`src/rtl/pipeline_pkg.sv`:
```
// pipeline_pkg: control-bundle layout and helpers shared by the pipeline register chain.
//   ctrl_t  - packed WB/M/EX control bundle, MSB first (RegWrite .. spare)
//   CTRL_W  - width of the control bundle
//   popcount8 - number of set bits in an 8-bit vector (covers STAGES up to 8)
package pipeline_pkg;

    typedef struct packed {
        logic       reg_write;
        logic       mem_to_reg;
        logic       branch;
        logic       mem_read;
        logic       mem_write;
        logic       reg_dst;
        logic [1:0] alu_op;
        logic       alu_src;
        logic       spare;
    } ctrl_t;

    localparam int CTRL_W = $bits(ctrl_t);

    function automatic logic [3:0] popcount8(input logic [7:0] v);
        logic [3:0] n;
        n = '0;
        for (int i = 0; i < 8; i++) n = n + {3'b000, v[i]};
        return n;
    endfunction

endpackage

```
`src/rtl/pipe_stage.sv`:
```
// pipe_stage: one pipeline register holding valid/data/ctrl with load, bubble and hold.
//   clk, reset     - clock, synchronous active-low reset (clears valid and ctrl)
//   load           - take the source entry this edge
//   bubble         - kill this stage this edge (wins over load and hold)
//   src_valid/data/ctrl - entry offered by the previous stage or the chain input
//   valid_nx       - valid value this stage will hold after the edge
//   valid/data/ctrl - current contents; ctrl is zero whenever valid is zero
module pipe_stage
    import pipeline_pkg::*;
#(
    parameter int DATA_W = 32,
    parameter int CTRL_W = pipeline_pkg::CTRL_W
) (
    input  logic              clk,
    input  logic              reset,
    input  logic              load,
    input  logic              bubble,
    input  logic              src_valid,
    input  logic [DATA_W-1:0] src_data,
    input  logic [CTRL_W-1:0] src_ctrl,
    output logic              valid_nx,
    output logic              valid,
    output logic [DATA_W-1:0] data,
    output logic [CTRL_W-1:0] ctrl
);
    logic              valid_q, valid_d;
    logic [DATA_W-1:0] data_q, data_d;
    logic [CTRL_W-1:0] ctrl_q, ctrl_d;

    always_comb begin
        valid_d = bubble ? 1'b0 : load ? src_valid : valid_q;
        ctrl_d  = bubble ? '0 : load ? (src_valid ? src_ctrl : '0) : ctrl_q;
        data_d  = load ? src_data : data_q;
    end

    always_ff @(posedge clk) begin
        if (!reset) begin
            valid_q <= 1'b0;
            ctrl_q  <= '0;
        end else begin
            valid_q <= valid_d;
            ctrl_q  <= ctrl_d;
        end
    end

    // Payload is qualified by valid, so it carries no reset.
    always_ff @(posedge clk) data_q <= data_d;

    assign valid_nx = valid_d;
    assign valid    = valid_q;
    assign data     = data_q;
    assign ctrl     = ctrl_q;

endmodule

```
`src/rtl/pipe_stage_chain.sv`:
```
// pipe_stage_chain: STAGES-deep valid/ready pipeline with per-stage stall and flush.
//   clk, reset            - clock, synchronous active-low reset
//   in_valid/data/ctrl    - upstream entry; in_ready = stage 0 accepts
//   stall[i], flush[i]    - hold / kill request for stage i (flush wins)
//   out_valid/data/ctrl   - last stage; out_ctrl is zero when out_valid is low
//   out_ready             - downstream accepts
//   occupancy             - registered count of valid stages
//   drop_cnt              - saturating count of valid entries killed by flush
module pipe_stage_chain
    import pipeline_pkg::*;
#(
    parameter int DATA_W = 32,
    parameter int CTRL_W = pipeline_pkg::CTRL_W,
    parameter int STAGES = 4
) (
    input  logic                         clk,
    input  logic                         reset,
    input  logic                         in_valid,
    input  logic [DATA_W-1:0]            in_data,
    input  logic [CTRL_W-1:0]            in_ctrl,
    output logic                         in_ready,
    input  logic [STAGES-1:0]            stall,
    input  logic [STAGES-1:0]            flush,
    output logic                         out_valid,
    output logic [DATA_W-1:0]            out_data,
    output logic [CTRL_W-1:0]            out_ctrl,
    input  logic                         out_ready,
    output logic [$clog2(STAGES+1)-1:0]  occupancy,
    output logic [15:0]                  drop_cnt
);
    localparam int OCC_W = $clog2(STAGES+1);

    logic [STAGES:0]   acc;
    logic [STAGES-1:0] hold, valid, valid_nx, src_valid;
    logic [DATA_W-1:0] data [STAGES];
    logic [CTRL_W-1:0] ctrl [STAGES];
    logic [OCC_W-1:0]  occ_q, occ_d;
    logic [15:0]       drop_cnt_q, drop_cnt_d;
    logic [16:0]       drop_sum;

    // Ready ripples from the output back toward the input.
    always_comb begin
        acc = '0;
        hold = '0;
        acc[STAGES] = out_ready;
        for (int i = STAGES - 1; i >= 0; i--) begin
            hold[i] = !flush[i] && (stall[i] || (valid[i] && !acc[i+1]));
            acc[i] = !hold[i];
        end
    end

    // An entry only moves forward if its stage lets go of it and is not being killed.
    always_comb begin
        src_valid = '0;
        src_valid[0] = in_valid;
        for (int i = 1; i < STAGES; i++) src_valid[i] = valid[i-1] && acc[i-1] && !flush[i-1];
    end

    for (genvar g = 0; g < STAGES; g++) begin : g_stage
        logic [DATA_W-1:0] sd;
        logic [CTRL_W-1:0] sc;
        if (g == 0) begin : g_head
            assign sd = in_data;
            assign sc = in_ctrl;
        end else begin : g_body
            assign sd = data[g-1];
            assign sc = ctrl[g-1];
        end
        pipe_stage #(.DATA_W(DATA_W), .CTRL_W(CTRL_W)) u_stage (
            .clk       (clk),
            .reset     (reset),
            .load      (acc[g]),
            .bubble    (flush[g]),
            .src_valid (src_valid[g]),
            .src_data  (sd),
            .src_ctrl  (sc),
            .valid_nx  (valid_nx[g]),
            .valid     (valid[g]),
            .data      (data[g]),
            .ctrl      (ctrl[g])
        );
    end

    always_comb begin
        occ_d = OCC_W'(popcount8(8'(valid_nx)));
        drop_sum = {1'b0, drop_cnt_q} + 17'(popcount8(8'(valid & flush)));
        drop_cnt_d = drop_sum[16] ? 16'hFFFF : drop_sum[15:0];
    end

    always_ff @(posedge clk) begin
        if (!reset) begin
            occ_q      <= '0;
            drop_cnt_q <= '0;
        end else begin
            occ_q      <= occ_d;
            drop_cnt_q <= drop_cnt_d;
        end
    end

    assign in_ready  = acc[0];
    assign out_valid = valid[STAGES-1];
    assign out_data  = data[STAGES-1];
    assign out_ctrl  = valid[STAGES-1] ? ctrl[STAGES-1] : '0;
    assign occupancy = occ_q;
    assign drop_cnt  = drop_cnt_q;

endmodule

```
`config.mk`:
```
export PLATFORM = sky130hd
export DESIGN_NAME = pipe_stage_chain
export DESIGN_NICKNAME = d
export VERILOG_FILES = /design/src/rtl/pipeline_pkg.sv /design/src/rtl/pipe_stage.sv /design/src/rtl/pipe_stage_chain.sv
export SDC_FILE = /design/constraint.sdc
export NUM_CORES = 1
export LEC_CHECK = 0
export ABC_AREA = 0
export CORE_ASPECT_RATIO = 0.5
export CORE_MARGIN = 2
export CORE_UTILIZATION = 30
export DETAILED_ROUTE_END_ITERATION = 12
export DONT_BUFFER_PORTS = 1
export GPL_ROUTABILITY_DRIVEN = 0
export GPL_TIMING_DRIVEN = 0
export HOLD_SLACK_MARGIN = 0.06
export PLACE_DENSITY = 0.5
export SYNTH_ARGS = -nofsm -noshare
export SYNTH_HDL_FRONTEND = slang
export SYNTH_SLANG_ARGS = --single-unit
```
`constraint.sdc`:
```
create_clock -name clk -period 6.2 [get_ports clk]
set_clock_uncertainty 0.05 [all_clocks]
set_input_delay 1.24 -clock clk [delete_from_list [all_inputs] [get_ports clk]]
set_output_delay 1.24 -clock clk [all_outputs]
set_load 0.02 [all_outputs]
```
# After elaboration in Yosys (flattened, before gate mapping)
# Index checks and enable logic that the tools add are counted.
# word_totals
input_bits	54
word_cells	71
out_inout_bits	63
register_bits	191
# classes
muxes	14
n_bitwise	2
n_addsub	11
n_reduce_logical	30
# ops
operator	count
$mux 10	5
$add 16x4->17	1
$add 4x1->4 const B	4
$mux 16	1
$logic_and 1x1->1	14
$logic_not 1->1	8
$mux 1	8
$reduce_or 2->1	4
$add 2x1->3	2
$add 1x1->2	2
$add 3x1->4	1
$and 4x4->4	1
$logic_or 1x1->1	4
$add 3x1->3	1
$not 1->1	1

# Depth between registers and ports, before layout
# Gate-level depths: netlist of the first run.
# depth
depth_word	21
mapped_depth	11
ltp_nobuf	9

# Modules after synthesis
# A second synthesis of the first run with hierarchy kept.
# hier_totals
hier_cells	458
hier_area_um2	6760.2
# by_module_without_submodules
mod	n_inst	area_each_um2	cells_per_inst	seq_area_each_um2
pipe_stage	4	1392.6	81	1181.1
pipe_stage_chain	1	1189.9	134	380.4

# Least setup slack after synthesis of the first run
# No wires, ideal clock.
# synth_timing
path_type	input -> output
startpoint	input flush[2]
endpoint	output in_ready
path_buffers	2
required_time_ns	4.910
slack_ns	2.141
t_arrival_ns	2.769
path_stages	6
cell_sequence	buf_2 > nor3b_2 > o21ai_1 > a311oi_2 > buf_6 > inv_1
# synth_between
elab_chain_cells	9
# synth_rtl
item	line	rtl
start, declared	pipe_stage_chain.sv:23	input logic [STAGES-1:0] flush,
$logic_not 1->1	pipe_stage_chain.sv:47	hold[i] = !flush[i] && (stall[i] || (valid[i] && !acc[i+1]));
$logic_and 1x1->1 (2 in series)	pipe_stage_chain.sv:47	
$logic_or 1x1->1	pipe_stage_chain.sv:47	
$logic_and 1x1->1 (2 in series)	pipe_stage_chain.sv:47	
$logic_or 1x1->1	pipe_stage_chain.sv:47	
$logic_and 1x1->1	pipe_stage_chain.sv:47	
$logic_not 1->1	pipe_stage_chain.sv:48	acc[i] = !hold[i];
end, declared	pipe_stage_chain.sv:21	output logic in_ready,
# Every way passes these cells.

# Final worst setup path of the first run
# Ends and elaborated chain as after synthesis.

==> impl_results.md, run 1 <==
- Post-synth top area share: 56.48%
- Post-Route Setup TNS: 0 ns
- Slowest-stage cell, CP: a311oi_2
- Clk_lat worst skew: 0.43 ns
- Seq/Total Area, Yosys: 75.01%
- Final number of hold-violating endpoints: 0
- RSZ-0062 raised after global routing: no
- DR iter-0 viols: 249
- DIE AREA: 23980 sq um
- Root buffer cell: clkbuf_16
- CTS tree: built
- Post-synth EDFFs: 128
- Hold buffer count at cts: 0
- Die H: 110.5 microns
- Core region area: 21970 sq um
- Leak Pwr: 2.536 nW
- Area growth syn-to-layout: 14.36%
- IO Count: 117
- Initial Util: 30.98%
- Pre-CTS setup slack: 2.025 ns
- Row Count: 38
- DP Wirelength: 9125 microns
- Worst setup SP type: input pin
- Commonest non-fill, non-tap cell in the layout: edfxtp_1
- Vias: 3580
- Remaining Overflow, GRT: 0
- CP max FO: 33
- Antenna diodes: 0
- Die width: 217 microns
- TritonCTS Sinks: 191
- Data arrival time of the worst path: 2.77 ns
- H-tree depth: 4
- Ys async rst share: 0%
- Worst vdd ir: 0.1763 mV
- Clock period minus worst slack: 4.065 ns
- Largest stage delay, worst path: 0.51 ns
- Final WL: 13420 microns
- Largest cells by area after synthesis: edfxtp_1 (56%), dfxtp_1 (19%), a21oi_1 (2.5%)
- Vias per cell: 4.464
- Crit Path Category: input pin to output port
- Largest delay contributor family on the critical path: compound AO/OA/AOI/OAI gates
- Largest net degree at the start of global routing: 34
- Max Transition Viols Final: 0
- Most common flop cell mapped by yosys: edfxtp_1
- Status: finished, final reports clean
- Clock-pin slew on the worst setup and hold paths: 0.07 ns
- R2r setup slk: 2.90 ns
- Final ANT Viol Nets: 0
- MaxCap Viol Count: 0
- Worst Path Buf+Inv: 4
- Pre-antenna DRT Iters: 4
- Relative slew slack: 48.14%
- Post-route DRC: 0
- CTS resizes: 0
- Max Buffers Root-to-Sink: 2
- Period utilization: 65.56%
- Worst path required time: 4.91 ns
- Library cells used by synthesis: 51
- Layout cells sized above 1: 10.96%
- Vias in the first global route: 3671
- Num CTS Buffers: 17
- PD cells: 332.2 nW/um^2
- Cells after Synth: 468
- CP endpoint kind: output port
- First-pass GRT wire length: 21600 microns
- #FFs+latches synth: 191
- Synth Net Count: 529
- Layout Nets: 550
- Hold Path Class: register to register
- Worst-margin pin slew: 0.7768 ns
- Setup bufs post-CTS: 0
- Final setup viols: 0
- Largest area contributor in the netlist: edfxtp_1
- Port bufs: 0
- Synth warn: 0
- Setup slack after layout: 2.135 ns
- Syn_area_per_cell: 14.54 sq um
- Wire per inst: 16.74 microns
- Cells along the critical path: buf_2 -> nor3b_2 -> o21ai_1 -> a311oi_2 -> buf_6 -> inv_2 -> buf_16
- Fmax: 246.0 MHz
- Most frequent cells in the layout: edfxtp_1 (128), dfxtp_1 (63), a21oi_1 (34)
- Area of the mapped netlist: 6805 sq um
- Total GRT Usage: 11.83%
- Initial antenna violation count: 0
## registers in the layout, indices dropped and copies added (netlist names)
| name | cells |
|---|---|
| occupancy | 3 |
| g_stage.u_stage.ctrl | 40 |
| g_stage.u_stage.valid | 4 |
| g_stage.u_stage.data | 128 |
| drop_cnt | 16 |
## layer usage
layer | vias to the layer above | GRT usage [%] | wire [microns]
li1 | 1770 | - | -
met1 | 1740 | 15.16 | 6277
met2 | 53 | 18.34 | 6279
met3 | 17 | 4.242 | 657
met4 | 0 | 4.384 | 208
met5 | - | 0 | 0
## Yosys cell counts (all sizes together), types with 2 or more instances
cell    count
nor2       24
inv        14
nor3b       3
a21boi      2
xnor2       9
mux2i      13
nor3        4
a311oi      2
and2       16
nor2b       5
ha          3
fa          4
buf         5
o22ai      10
nand2b      3
nand3      26
nand3b      2
clkbuf     15
a21oi      42
o21ai      26
dfxtp      63
nand4      12
a31oi       2
edfxtp    128
nor4        2
nand2      19
## stage by stage
| stage | area [sq um] | utilization (%) | power (W) | hold slack [ns] | cells |
|---|---|---|---|---|---|
| 3_5_place_dp | 7243 | 32.97 | 0.001601 | 0.3545 | 770 |
| 2_1_floorplan | 6805 | - | 0.001564 | 0.3503 | 468 |
| 6_report | 7782 | 35.43 | 0.002586 | 0.3688 | 802 |
| 3_3_place_gp | 7181 | 32.69 | 0.001593 | 0.3505 | 768 |
| 5_1_grt | 7782 | 35.43 | 0.002695 | 0.3756 | 802 |
| 4_1_cts | 7782 | 35.43 | 0.002630 | 0.3684 | 802 |
## where the power goes
group          switching [W]   total, W  internal (W)  leakage (nW)
clock               0.000497    0.00102      0.000521         0.258
sequential         0.0000514    0.00150       0.00145          1.82
combinational      0.0000494  0.0000674     0.0000181         0.462
total               0.000598    0.00259       0.00199          2.54
## final timing paths
path,start,to,cells past startpoint
worst max-delay path,flush[2],in_ready,7
worst min-delay path,g_stage[0].u_stage.data[11],g_stage[1].u_stage.data[11],0
worst max register to register,g_stage[3].u_stage.valid,occupancy[1],10
worst min register to register,g_stage[0].u_stage.data[11],g_stage[1].u_stage.data[11],0
## worst register-to-register path, cell delays in order (launching register included)
cell,delay (ns)
dfxtp_1,0.54
nor2b_1,0.36
o21ai_1,0.16
a311oi_2,0.51
buf_6,0.24
mux2i_1,0.33
fa_1,0.44
inv_1,0.07
ha_1,0.13
ha_1,0.21
and2_1,0.16
## final cells by class
| type | count | area [sq um] |
|---|---|---|
| fillers | 2147 | 14180 |
| flip-flops and latches | 191 | 5105 |
| multi-input cells | 242 | 1560 |
| clock buffers | 18 | 429.2 |
| well taps | 300 | 375.4 |
| clock inverters | 14 | 110.1 |
| plain buffers | 20 | 91.34 |
| inverters | 15 | 56.30 |
| repair buffers | 2 | 55.05 |
## cell families (layout without fill, tap and decap cells)
| kind of cell | count (synthesis) | count (layout) | synth area share [%] |
|---|---|---|---|
| and+or+nand+nor | 120 | 120 | 9.653 |
| adders and majority gates | 7 | 7 | 1.728 |
| xor gates and xnor gates | 10 | 10 | 1.287 |
| muxes | 13 | 13 | 1.912 |
| DFF | 191 | 191 | 75.01 |
| AOI/OAI and AO/OA | 92 | 92 | 8.237 |
| buffers and inverters | 35 | 69 | 2.169 |
Power figures use the tool's default switching activity.
==> run 2, diff against run 1 <==
- PLACE_DENSITY: 0.5 -> 0.51
- clock period: 6.2 -> 3.4 ns (I/O delays scaled with it)
==> run 2 against run 1 <==
  * Cell area rose by 1.7%
  * Combinational power rose by 82%
  * Global-route usage fell by 0.49 points
  * Sequential power rose by 82%
  * Sequential share of layout area fell by 1.1 points
  * Via count rose by 0.50%
  * First-iteration DRC count rose by 3.2%
  * Flip-flop and latch count did not move
  * Largest power group unchanged
==> impl_results.md, run 2 (same netlist as run 1, synthesis figures left out) <==
- Status: finished, final reports clean
- Max Transition Viols Final: 0
- Final WL: 12730 microns
- IO Count: 117
- RSZ-0062 raised after global routing: no
- Most frequent cells in the layout: edfxtp_1 (128), dfxtp_1 (63), a21oi_1 (34)
- Die H: 110.5 microns
- Cells along the critical path: nor2b_2 -> o21ai_1 -> a311oi_4 -> buf_6 -> mux2i_1 -> fa_1 -> inv_1 -> ha_1 -> ha_1 -> and2_1
- Period utilization: 92.35%
- Hold Path Class: input pin to register
- Largest delay contributor family on the critical path: adder cells
- Row Count: 38
- Max Buffers Root-to-Sink: 2
- Max reg flops: 128
- Root buffer cell: clkbuf_16
- Initial antenna violation count: 0
- Pre-antenna DRT Iters: 4
- DP Wirelength: 8843 microns
- Slowest-stage cell, CP: dfxtp_1
- DR iter-0 viols: 257
- Clock-pin slew on the worst setup and hold paths: 0.08 ns
- Layout Nets: 551
- Finished Layout Cells: 803
- Placed instance count: 769
- Worst-margin pin slew: 0.6646 ns
- Pre-CTS setup slack: -0.1848 ns
- Worst path required time: 3.67 ns
- Relative slew slack: 55.35%
- H-tree depth: 4
- Final Core Density: 36.04%
- Clock period minus worst slack: 3.140 ns
- Commonest non-fill, non-tap cell in the layout: edfxtp_1
- Crit Path Category: register to register
- Fmax: 318.5 MHz
- Wire per inst: 15.85 microns
- Final setup viols: 0
- Worst vdd ir: 0.2469 mV
- Die width: 217 microns
- TritonCTS Sinks: 191
- PD cells: 633.8 nW/um^2
- Final ANT Viol Nets: 0
- Setup bufs post-CTS: 0
- Vias: 3598
- Clk_lat worst skew: 0.42 ns
- Layout cells sized above 1: 11.73%
- Antenna diodes: 0
- CTS tree: built
- Hold buffer count at cts: 0
- Worst Path Buf+Inv: 2
- Largest net degree at the start of global routing: 34
- Vias in the first global route: 3605
- Initial Util: 30.98%
- CP max FO: 10
- Remaining Overflow, GRT: 0
- Largest stage delay, worst path: 0.53 ns
- DIE AREA: 23980 sq um
- Port bufs: 0
- Area growth syn-to-layout: 16.33%
- First-pass GRT wire length: 20640 microns
- Core region area: 21970 sq um
- Leak Pwr: 2.598 nW
- Post-route DRC: 0
- Setup slack after layout: 0.2603 ns
- Total GRT Usage: 11.34%
- MaxCap Viol Count: 0
- Final number of hold-violating endpoints: 0
- CP dominant cell by count: ha_1
- Vias per cell: 4.481
- Data arrival time of the worst path: 3.41 ns
- CP endpoint kind: register
- Worst setup SP type: register
- Num CTS Buffers: 17
## run 2: changes by cell type in the layout (fill, tap and decap cells not counted), sizes merged
cell / change
clkinv: -2
clkbuf: -1
clkinvlp: -1
bufinv: +4
buf: +1
## run 2: final cells by class
type                    count  area, sq um
clock buffers              17        425.4
flip-flops and latches    191         5105
inverters                  15        58.81
fillers                  2125        14050
clock inverters            15        219.0
repair buffers              3        67.56
well taps                 300        375.4
plain buffers              20        91.34
multi-input cells         242         1574
## run 2: worst paths after layout
path / startpoint / end / slack, ns / cells after the start
min: in_data[29] / g_stage[0].u_stage.data[29] / 0.29 / 0
min reg2reg: g_stage[2].u_stage.data[27] / g_stage[3].u_stage.data[27] / 0.37 / 0
max: g_stage[3].u_stage.valid / occupancy[1] / 0.26 / 10
max reg2reg: g_stage[3].u_stage.valid / occupancy[1] / 0.26 / 10
## run 2: worst register-to-register path, cell delays in order, from the launching register on
cell,delay (ns)
dfxtp_1,0.53
nor2b_2,0.29
o21ai_1,0.16
a311oi_4,0.44
buf_6,0.24
mux2i_1,0.32
fa_1,0.44
inv_1,0.06
ha_1,0.13
ha_1,0.21
and2_1,0.15
## run 2: timing repair
action	CTS	global route
hold endpoints to repair	0	0
resized for setup	1	2
setup endpoints to repair	1	2
## run 2: through the flow
| stage | hold WS [ns] | setup TNS [ns] | instance area (sq um) | power, W |
|---|---|---|---|---|
| floorplan | 0.3503 | 0 | 6805 | 0.002853 |
| global placement | 0.3504 | -22.07 | 7181 | 0.002902 |
| detailed placement | 0.3545 | -1.850 | 7208 | 0.002909 |
| CTS | 0.2695 | 0 | 7855 | 0.005088 |
| global route | 0.2596 | 0 | 7916 | 0.005221 |
| finish | 0.2927 | 0 | 7916 | 0.005017 |
## run 2: power breakdown
part | internal (W) | switching [W] | total [W]
combinational | 0.0000350 | 0.0000881 | 0.000123
clock | 0.00126 | 0.000905 | 0.00216
sequential | 0.00264 | 0.0000925 | 0.00273
total | 0.00393 | 0.00109 | 0.00502
## run 2: layer usage
metal	wire, microns	vias up	track usage (%)	share of wire (%)
met5	0	-	0	0
met4	159	0	4.521	1.2
met3	666	13	4.215	5.2
met2	6311	54	18.49	50
met1	5591	1752	13.58	44
li1	-	1779	-	-
==> run 3, diff against run 2 <==
- CORE_MARGIN: 2 -> 8
- clock period: 3.4 -> 2.8 ns (I/O delays scaled with it)
==> run 3 against run 2 <==
  * Utilization shrank 0.72 points
  * Via count shrank 1.6%
  * Critical path depth unchanged
  * Flip-flop and latch count is the same
  * Count of clock-buffer cells in the layout unchanged
  * Routed wire length rose by 6.4%
  * Global-route usage decreased by 1.5 points
  * Sequential share of layout area is 0.28 points lower
  * Non-clock buffer count is 3 higher
  * The flow now finishes with violations (setup timing)
  * Total power rose by 17%
  * Worst setup slack lost 0.29 ns
  * Critical endpoint unchanged
  * Cell area grew 0.58%
==> impl_results.md, run 3 (same netlist as run 1, synthesis figures left out) <==
- Worst vdd ir: 0.3436 mV
- Num CTS Buffers: 17
- Antenna diodes: 0
- Initial antenna violation count: 0
- Period utilization: 100.9%
- Hold Path Class: input pin to register
- PD cells: 738.5 nW/um^2
- CTS tree: built
- Wire per inst: 16.68 microns
- Worst-margin pin slew: 0.6654 ns
- Clock period minus worst slack: 2.825 ns
- Post-Layout Inst Area: 7963 sq um
- Relative slew slack: 55.30%
- IO Count: 117
- Highest metal used: met4
- Final number of hold-violating endpoints: 0
- Core region area: 22540 sq um
- Commonest non-fill, non-tap cell in the layout: edfxtp_1
- Post-Place Cell Area: 7268 sq um
- Final WL: 13550 microns
- Hold WS: 0.1755 ns
- Data arrival time of the worst path: 3.09 ns
- Final setup viols: 1
- Met2 WL: 7079 microns
- Row Count: 39
- DP Wirelength: 9635 microns
- Routed wl met3: 704 microns
- Status: finished with violations
- DIE AREA: 28050 sq um
- Largest stage delay, worst path: 0.46 ns
- Slowest-stage cell, CP: fa_1
- Vias: 3539
- Fill cells: 2184
- CP max FO: 10
- Clk_lat worst skew: 0.43 ns
- Leak Pwr: 2.594 nW
- H-tree depth: 4
- Metal1 wirelength: 5670 microns
- Final ANT Viol Nets: 0
- CP endpoint kind: register
- Initial Util: 30.19%
- RSZ-0062 raised after global routing: yes
- Worst setup SP type: register
- Die H: 122.5 microns
- DR iter-0 viols: 195
- Layout Nets: 554
- Largest net degree at the start of global routing: 34
- Vias per cell: 4.358
- Post-route DRC: 0
- Max Buffers Root-to-Sink: 2
- Worst path required time: 3.06 ns
- Most frequent cells in the layout: edfxtp_1 (128), dfxtp_1 (59), a21oi_1 (33)
- Remaining Overflow, GRT: 0
- Failing checks: setup timing
- Cells along the critical path: nor2b_4 -> o21ai_1 -> a311oi_2 -> buf_6 -> mux2i_2 -> fa_1 -> inv_2 -> ha_4 -> ha_2 -> and2_1
- Fmax: 354.0 MHz
- First-pass GRT wire length: 21130 microns
- Pre-antenna DRT Iters: 4
- Total GRT Usage: 9.820%
- Area growth syn-to-layout: 17.01%
- Crit Path Category: register to register
- Clock-pin slew on the worst setup and hold paths: 0.08 ns
- Layout cells sized above 1: 15.05%
- Setup slack after layout: -0.02514 ns
- Die width: 229 microns
- Post-Route Setup TNS: -0.02514 ns
- Port bufs: 0
- Vias in the first global route: 3630
- TritonCTS Sinks: 191
- Root buffer cell: clkbuf_16
- Max reg flops: 128
- Max Transition Viols Final: 0
- MaxCap Viol Count: 0
run 3: worst paths after layout:
| check | startpoint | endpoint | slack (ns) | cells past startpoint |
|---|---|---|---|---|
| worst max register to register | g_stage[3].u_stage.valid | occupancy[1] | -0.03 | 10 |
| worst min register to register | g_stage[0].u_stage.data[28] | g_stage[1].u_stage.data[28] | 0.37 | 0 |
| worst max-delay path | g_stage[3].u_stage.valid | occupancy[1] | -0.03 | 10 |
| worst min-delay path | in_data[5] | g_stage[0].u_stage.data[5] | 0.18 | 0 |
run 3: layer usage:
layer / GRT usage (%) / up-vias
li1: - / 1776
met1: 10.91 / 1709
met2: 17.14 / 48
met3: 4.269 / 6
met4: 3.012 / 0
met5: 0 / -
run 3: repair_timing:
item                                    in CTS  in global routing
hold buffers                                 0                  0
setup buffers                                3                  0
endpoints found under the hold margin        0                  0
gates resized for setup                      6                  6
pin swaps                                    3                  1
endpoints found under the setup margin      14                 14
run 3: worst max-delay path: cells and delay by family, from the launching register on:
family / cells / cell delay [ns]
fa+ha+maj: 3 / 0.83
compound gates: 2 / 0.49
flops: 1 / 0.42
simple gates: 2 / 0.36
buf+inv: 2 / 0.31
mux: 1 / 0.28
run 3: final cells by class:
cell class | instances | area [sq um] | share of cell area (%)
Sequential cell | 191 | 5112 | 64.20
Multi-Input combinational cell | 242 | 1604 | 20.14
Timing Repair Buffer | 6 | 97.59 | 1.226
Buffer | 20 | 111.4 | 1.398
Inverter | 15 | 58.81 | 0.7385
Clock buffer | 17 | 425.4 | 5.343
Tap cell | 307 | 384.1 | 4.824
Clock inverter | 14 | 168.9 | 2.121
run 3: power breakdown:
part           total (W)  switching, W  internal, W
combinational   0.000155      0.000108    0.0000469
clock            0.00240       0.00113      0.00128
sequential       0.00332      0.000115      0.00321
total            0.00588       0.00135      0.00453
run 3: through the flow:
stage,cells,power [W],utilization (%),setup WS (ns)
after floorplan,468,0.003468,-,-0.2637
after global placement,775,0.003532,32.10,-0.5533
after CTS,810,0.005973,35.04,-0.1245
after global routing,812,0.006110,35.32,-0.1501
final,812,0.005880,35.32,-0.02514
after detailed placement,776,0.003544,32.24,-0.5829
